File: src/rtl/shape_edge_sequencer.sv
// shape_edge_sequencer
// Turns one captured shape instruction (triangle or square) into its ordered
// list of closed-polygon edges, handing them one at a time to the line
// rasterizer over a valid/ready handshake.

module shape_edge_sequencer #(
    parameter int width  = 4,
    parameter int height = 3
) (
    input  logic                            clk,
    input  logic                            reset,
    input  logic                            instr_valid,
    output logic                            instr_ready,
    input  logic                            shape,
    input  logic [4*(width+height)-1:0]     points,
    output logic                            edge_valid,
    input  logic                            edge_ready,
    output logic [width-1:0]                x_start,
    output logic [height-1:0]               y_start,
    output logic [width-1:0]                x_end,
    output logic [height-1:0]               y_end,
    output logic [1:0]                      edge_index,
    output logic                            last_edge,
    output logic                            busy,
    output logic                            done
);

    // One point is y in the upper bits and x in the lower bits.
    localparam int pw = width + height;

    typedef enum logic [1:0] {
        IDLE,
        EMIT,
        DONE
    } state_t;

    state_t              state;
    logic                shape_q;
    logic [4*pw-1:0]     points_q;

    logic [1:0]          nxt_index;
    logic [pw-1:0]       nxt_start;
    logic [pw-1:0]       nxt_end;
    logic                nxt_last;
    logic [pw-1:0]       first_start;
    logic [pw-1:0]       first_end;

    // Extract point idx from a packed point vector.
    function automatic logic [pw-1:0] point_at(input logic [4*pw-1:0] pv,
                                               input logic [1:0]      idx);
        return pv[idx*pw +: pw];
    endfunction

    // Index of the closing edge: 2 for a triangle, 3 for a square.
    function automatic logic [1:0] last_index(input logic shp);
        return shp ? 2'd3 : 2'd2;
    endfunction

    // Point that ends edge idx; the closing edge wraps back to point 0.
    function automatic logic [1:0] end_point(input logic shp, input logic [1:0] idx);
        return (idx == last_index(shp)) ? 2'd0 : idx + 2'd1;
    endfunction

    // Only IDLE accepts work; held low while reset is asserted.
    assign instr_ready = (state == IDLE) && !reset;

    // Edge 0 comes straight from the instruction bus in the accept cycle.
    assign first_start = point_at(points, 2'd0);
    assign first_end   = point_at(points, 2'd1);

    // Precompute the edge following the current one from the captured points.
    always_comb begin
        nxt_index = edge_index + 2'd1;
        nxt_start = point_at(points_q, nxt_index);
        nxt_end   = point_at(points_q, end_point(shape_q, nxt_index));
        nxt_last  = (nxt_index == last_index(shape_q));
    end

    // Sequencer FSM: capture an instruction, walk its edges, pulse done.
    always_ff @(posedge clk or posedge reset) begin
        if (reset) begin
            state      <= IDLE;
            shape_q    <= 1'b0;
            points_q   <= '0;
            edge_valid <= 1'b0;
            x_start    <= '0;
            y_start    <= '0;
            x_end      <= '0;
            y_end      <= '0;
            edge_index <= 2'd0;
            last_edge  <= 1'b0;
            busy       <= 1'b0;
            done       <= 1'b0;
        end else begin
            case (state)
                IDLE: begin
                    done       <= 1'b0;
                    busy       <= 1'b0;
                    edge_valid <= 1'b0;
                    if (instr_valid) begin
                        shape_q              <= shape;
                        points_q             <= points;
                        {y_start, x_start}   <= first_start;
                        {y_end, x_end}       <= first_end;
                        edge_index           <= 2'd0;
                        last_edge            <= 1'b0;
                        edge_valid           <= 1'b1;
                        busy                 <= 1'b1;
                        state                <= EMIT;
                    end
                end

                EMIT: begin
                    if (edge_ready) begin
                        if (last_edge) begin
                            edge_valid <= 1'b0;
                            last_edge  <= 1'b0;
                            done       <= 1'b1;
                            state      <= DONE;
                        end else begin
                            {y_start, x_start} <= nxt_start;
                            {y_end, x_end}     <= nxt_end;
                            edge_index         <= nxt_index;
                            last_edge          <= nxt_last;
                        end
                    end
                end

                DONE: begin
                    done  <= 1'b0;
                    busy  <= 1'b0;
                    state <= IDLE;
                end

                default: begin
                    state      <= IDLE;
                    edge_valid <= 1'b0;
                    busy       <= 1'b0;
                    done       <= 1'b0;
                end
            endcase
        end
    end

endmodule

File: config.mk
export PLATFORM = sky130hd
export DESIGN_NAME = shape_edge_sequencer
export DESIGN_NICKNAME = d
export VERILOG_FILES = /design/src/rtl/shape_edge_sequencer.sv
export SDC_FILE = /design/constraint.sdc
export NUM_CORES = 1
export LEC_CHECK = 0
export CAP_MARGIN = 10
export CORE_MARGIN = 2
export CORE_UTILIZATION = 51
export DETAILED_ROUTE_END_ITERATION = 8
export PLACE_DENSITY_LB_ADDON = 0.12
export SYNTH_ARGS = -nofsm -noshare
export SYNTH_HDL_FRONTEND = slang
export SYNTH_SLANG_ARGS = --single-unit
File: constraint.sdc
create_clock -name clk -period 2.45 [get_ports clk]
set_input_delay 0.735 -clock clk [delete_from_list [all_inputs] [get_ports clk]]
set_output_delay 0.735 -clock clk [all_outputs]
set_load 0.03 [all_outputs]
==> out/metrics.yaml, run 1 <==
timing.final.crit_share_pct: 92.0
synth_edf_count: 0
min_period_ns: 2.25
coreArea_mm2: 0.00482
grt_pass1_wl_um: 9390
power_w: 0.00456
grt_max_degree: 52
irDropWorstVdd_mv: 0.801
yosysMostFrequentCell: "nand2_1"
clockRootBuffer: "clkbuf_8"
cts.hold.buffers_added: 0
cpMaxStageDelayCell: "clkdlybuf4s50_1"
critPathBufInv: 1
hpwl_um: 4130
grt_util_all_layers_pct: 22.3
synthTopCellsByArea: "dfrtp_1 (49%), nand2_1 (13%), mux4_2 (5.2%), a31oi_1 (3.4%), buf_2 (2.3%)"
cp.required_ns: 1.71
synthFlopType: "dfrtp_1"
cts_buffer_depth: 2
synth_top_area_share_pct: 49.4
dr.pass1.iters: 4
htreeDepth: 2
via_per_inst: 5.51
start_kind: "flip-flop"
skew_ns: 0.00627
ant_nets: 0
cp_data_arrival_time_ns: 1.52
dieWidth_um: 75.2
ys_types: 37
clk_latency_ns: 0.31
synthArstFlopShare_pct: 100
portBuffers: 53
post_cts_buffers: 0
finalHoldViolations: 0
finalSetupTns_ns: 0
ys_seq_area_share_pct: 49.4
rsz0062_at_grt: "false"
cts_sinks: 51
first_global_vias: 1895
cts_buffers: 5
avgRoutedWirePerCell_um: 14.7
synth-seq-cells: 51
worstPathMaxFanout: 9
cp_cell_sequence: "clkdlybuf4s50_1"
critPathCaptureType: "output port"
die_h_um: 75.2
fill_cells: 428
syn_avg_cell_area_um2: 9.29
nNetsFinal: 363
boundaryPins: 54
min-delay-path-class: "flip-flop to flip-flop"
timing.fmax_ghz: 0.444
leakagePower_nw: 1.46
route.detailed.drc: 0
syn_area_mm2: 0.00258
yosys.area.top_type: "dfrtp_1"
grt_antenna_before_repair: 0
slew_headroom_pct: 54.6
start_util_pct: 53.6
slew_violations: 0
synth_common_cells: "nand2_1 (92), dfrtp_1 (51), nor2_1 (15), a31oi_1 (14), buf_2 (12)"
worst-setup-path-type: "flip-flop to output port"
drt-initial-drc-count: 208
timing.max_cap.violations: 0
cts_tree: "yes"
gp_congestion: 0.820
power_density_mw_per_mm2: 1390
status: "completed"
wirelength_um: 5860
dieArea_mm2: 0.00565
layout-drive-gt1-share_pct: 10.3
syn_to_final_growth_pct: 27.2
diodes: 0
synth_cells: 278
path_clk_slew_ns: 0.09
synth_nets: 311
crit_path_max_incr_delay_ns: 0.72
grt-ovfl-total: 0
yosysWarningCount: 0
rows: 25
setup_viol: 0
vias: 2191
cp_top_family: "buffers and inverters"
worstMarginPinSlew_ns: 0.681
cts_resized: 0
metal layers:
layer | global-route usage [%] | vias up | part of all wire [%]
met4 | 7.99 | 0 | 1.1
met1 | 35.9 | 1043 | 50
met5 | 0 | - | 0
met2 | 29.3 | 74 | 43
li1 | - | 1068 | -
met3 | 4.82 | 6 | 5.4
state kept, by name (all words and copies together) (netlist names):
name        flops
edge_valid      1
x_start         4
y_end           3
y_start         3
done            1
busy            1
points_q       28
shape_q         1
state           2
x_end           4
last_edge       1
edge_index      2
cell usage in the layout, fill, tap and decap left out, types with 3 or more instances in the layout:
master	n
nand3_1	3
o221ai_1	4
a31oi_1	14
mux2i_1	5
nor3b_1	4
mux4_2	6
dfrtp_1	51
a21oi_1	6
and3_1	3
a211o_1	4
buf_4	12
nor3_1	3
nand2_1	92
nand2b_1	7
nor2_1	15
o21ai_0	7
clkdlybuf4s50_1	51
inv_1	5
a32o_1	5
o31ai_1	5
clkbuf_8	5
logic make-up after synthesis:
group / Yosys count / synth area share, %
AO/OA/AOI/OAI: 55 / 15.7
AND/OR/NAND/NOR: 135 / 22.5
multiplexers: 11 / 7.17
flip-flops: 51 / 49.4
buffers and inverters: 26 / 5.23
report_power, final:
part | total (W) | internal (W) | switching, W | leakage [nW]
clock network | 0.000477 | 0.000200 | 0.000277 | 0.0412
logic | 0.00248 | 0.00113 | 0.00135 | 0.793
registers | 0.00161 | 0.00125 | 0.000360 | 0.622
total | 0.00456 | 0.00257 | 0.00199 | 1.46
metrics by stage:
step / hold WS, ns / utilization, % / instances / setup slack [ns] / area, µm²
finish: 0.491 / 68.2 / 398 / 0.195 / 3290
global route: 0.516 / 68.2 / 398 / 0.145 / 3290
CTS: 0.499 / 68.2 / 398 / 0.180 / 3290
detailed placement: 0.468 / 66.4 / 390 / 0.213 / 3200
global placement: 0.469 / 66.4 / 390 / 0.230 / 3200
floorplan: 0.445 / - / 278 / 0.328 / 2580
layout make-up:
cell class	count	area, µm²	area share, %
clock buffers	6	72.6	2.21
clock inverters	2	12.5	0.381
inverters	6	22.5	0.685
multi-input cells	201	1180	35.8
flip-flops and latches	51	1280	38.8
well taps	67	83.8	2.55
repair buffers	65	641	19.5
final timing paths:
check / start / slack, ns / to / cells past startpoint
setup / recovery: last_edge$_DFFE_PP0P_ / 0.20 / last_edge / 1
hold / removal: busy$_DFFE_PP0N_ / 0.49 / busy$_DFFE_PP0N_ / 2
setup reg to reg: edge_index[1]$_DFFE_PP0P_ / 0.66 / y_start[0]$_DFFE_PP0P_ / 4
hold reg to reg: busy$_DFFE_PP0N_ / 0.49 / busy$_DFFE_PP0N_ / 2
max in group asynchronous: reset / 1.41 / y_start[2]$_DFFE_PP0P_ / 3
min in group asynchronous: reset / 0.82 / edge_index[0]$_DFFE_PP0P_ / 3
No activity file was read; power rests on OpenSTA's default activity.
==> run 2, diff against run 1 <==
Settings changed: CORE_UTILIZATION 51 to 46, CTS_CLUSTER_DIAMETER set to 200.
Clock period 2.45 ns to 1.87 ns, I/O delays scaled along.
==> out/metrics.yaml, run 2 (synthesis results as in run 1) <==
status: "completed"  # unchanged
boundaryPins: 54  # unchanged
reg2reg_to: "x_end[1]$_DFFE_PP0P_"  # was y_start[0]$_DFFE_PP0P_
timing.rr.start: "state[1]$_DFFE_PP0P_"  # was edge_index[1]$_DFFE_PP0P_
setup_viol: 0  # unchanged
via_per_inst: 5.36  # was 5.51
cp_top_family: "flip-flops"  # was buffers and inverters
nNetsFinal: 368  # was 363
die_h_um: 78.9  # was 75.2 µm
cp.required_ns: 1.31  # was 1.71 ns
multi_input_area_mm2: 0.00118  # unchanged
worstPathMaxFanout: 12  # was 9
min_path_cells: 2  # unchanged
cts_resized: 20  # was 0
dieWidth_um: 78.9  # was 75.2 µm
grt_max_degree: 52  # unchanged
holdWs_ns: 0.490  # was 0.491 ns
min_period_ns: 1.74
holdCritStartpoint: "busy$_DFFE_PP0N_"  # unchanged
largest_reg_flops: 28  # unchanged
finalHoldViolations: 0  # unchanged
post-route-util_pct: 61.2  # was 68.2%
grtUsageMet3_pct: 4.09  # was 4.82%
regArea_mm2: 0.00128  # about the same
rows: 27  # was 25
post_cts_buffers: 0  # unchanged
dieArea_mm2: 0.00623  # was 0.00565 mm²
slew_violations: 0  # unchanged
crit_path_max_incr_delay_ns: 0.53  # was 0.72 ns
coreArea_mm2: 0.00547  # was 0.00482 mm²
worst-setup-path-type: "flip-flop to output port"  # unchanged
syn_to_final_growth_pct: 29.7  # was 27.2%
diodes: 0  # unchanged
grt_pass1_wl_um: 10400  # was 9390 µm
final_common_cell: "nand2_1"  # unchanged
final_cell_mix: "nand2_1 (92), dfrtp_1 (50), clkdlybuf4s50_1 (31)"  # was nand2_1 (92), dfrtp_1 (51), clkdlybuf4s50_1 (51)
grt_antenna_before_repair: 0  # unchanged
skew_ns: 0.00766  # was 0.00627 ns
layout-drive-gt1-share_pct: 12.2  # was 10.3%
leakagePower_nw: 1.53  # was 1.46 nW
route.detailed.drc: 0  # unchanged
dr.pass1.iters: 4  # unchanged
clockRootBuffer: "clkbuf_8"  # unchanged
grt_busiest_layer: "met1"  # unchanged
hold_path_end: "busy$_DFFE_PP0N_"  # unchanged
largest-register: "points_q"  # unchanged
htreeDepth: 2  # unchanged
portBuffers: 53  # unchanged
fill_cells: 508  # was 428
timing.fmax_ghz: 0.576
ant_nets: 0  # unchanged
grt_util_all_layers_pct: 21.4  # was 22.3%
cp_data_arrival_time_ns: 1.18  # was 1.52 ns
timing.max_cap.violations: 0  # unchanged
worst_r2r_path_depth: 5  # was 4
cts_sinks: 51  # unchanged
slew_headroom_pct: 70.0  # was 54.6%
vias: 2181  # was 2,191
crit_top_cell: "buf_4"
gp_congestion: 0.807  # was 0.820
grt_use_met2_pct: 32.0  # was 29.3%
start_util_pct: 47.2  # was 53.6%
grt-ovfl-total: 0  # unchanged
first_global_vias: 2064  # was 1,895
cts.hold.buffers_added: 0  # unchanged
top_regs: "points_q (28), x_end (4), x_start (4)"  # unchanged
start_kind: "flip-flop"  # unchanged
clk_latency_ns: 0.31  # about the same
hpwl_um: 4390  # was 4130 µm
power_density_mw_per_mm2: 1820  # was 1390 mW/mm²
rsz0062_at_grt: "false"  # unchanged
timing.final.crit_share_pct: 92.9
cpMaxStageDelayCell: "dfrtp_2"  # was clkdlybuf4s50_1
cts_buffer_depth: 2  # unchanged
irDropWorstVdd_mv: 0.764  # was 0.801 mV
cts_buffers: 5  # unchanged
rrSetupSlack_ns: 0.19  # was 0.66 ns
critPathCaptureType: "output port"  # unchanged
cp_cell_sequence: "buf_4 -> buf_4"  # was clkdlybuf4s50_1
wirelength_um: 6120  # was 5860 µm
gr-usage-met1_pct: 32.7  # was 35.9%
worstMarginPinSlew_ns: 0.451  # was 0.681 ns
path_clk_slew_ns: 0.10  # was 0.09 ns
cts_tree: "yes"  # unchanged
avgRoutedWirePerCell_um: 15.0  # was 14.7 µm
min-delay-path-class: "flip-flop to flip-flop"  # unchanged
drt-initial-drc-count: 127  # was 208
critPathBufInv: 2  # was 1
run 2: worst max path at each step:
stage / start / end / cells after the start
6_report: edge_index[1]$_DFFE_PP0P_ / edge_index[1] / 2
5_1_grt: state[0]$_DFFE_PP0P_ / instr_ready / 2
4_1_cts: edge_index[1]$_DFFE_PP0P_ / edge_index[1] / 2
3_5_place_dp: instr_valid / edge_index[1]$_DFFE_PP0P_ / 5
3_3_place_gp: instr_valid / edge_index[1]$_DFFE_PP0P_ / 5
2_1_floorplan: reset / busy$_DFFE_PP0N_ / 1
run 2: stage by stage:
| step | cell area (µm²) | setup TNS [ns] | cells | total power [W] | worst slack [ns] |
|---|---|---|---|---|---|
| finish | 3350 | 0 | 407 | 0.00609 | 0.133 |
| floorplan | 2580 | 0 | 278 | 0.00433 | 0.0795 |
| global placement | 3270 | -1.60 | 400 | 0.00539 | -0.0989 |
| global route | 3350 | 0 | 407 | 0.00656 | 0.0618 |
| detailed placement | 3270 | -2.31 | 400 | 0.00549 | -0.119 |
| CTS | 3350 | 0 | 407 | 0.00612 | 0.130 |
run 2: worst reg2reg max path, cell delays in order (launching register included):
cell and delay, ns:
dfrtp_1 0.48, and2b_1 0.42, buf_4 0.25, o221a_2 0.18
o21ai_0 0.10, a31oi_1 0.18
run 2: power by group:
| part | internal, W | leakage [nW] | switching [W] |
|---|---|---|---|
| sequential | 0.00164 | 0.621 | 0.000464 |
| combinational | 0.00142 | 0.855 | 0.00181 |
| clock | 0.000391 | 0.0502 | 0.000369 |
| total | 0.00345 | 1.53 | 0.00265 |
run 2: layout make-up:
class	count	share of cell area, %
Clock buffer	5	2.05
Clock inverter	2	1.12
Inverter	6	0.672
Multi-Input combinational cell	201	35.1
Sequential cell	51	38.1
Tap cell	72	2.69
Timing Repair Buffer	70	20.2
run 2: routing by layer:
metal	part of all wire (%)	wire, µm	vias up
met5	0	0	-
met4	0.88	54	0
met3	5.7	350	7
met2	44	2680	73
met1	50	3040	1022
li1	-	-	1079
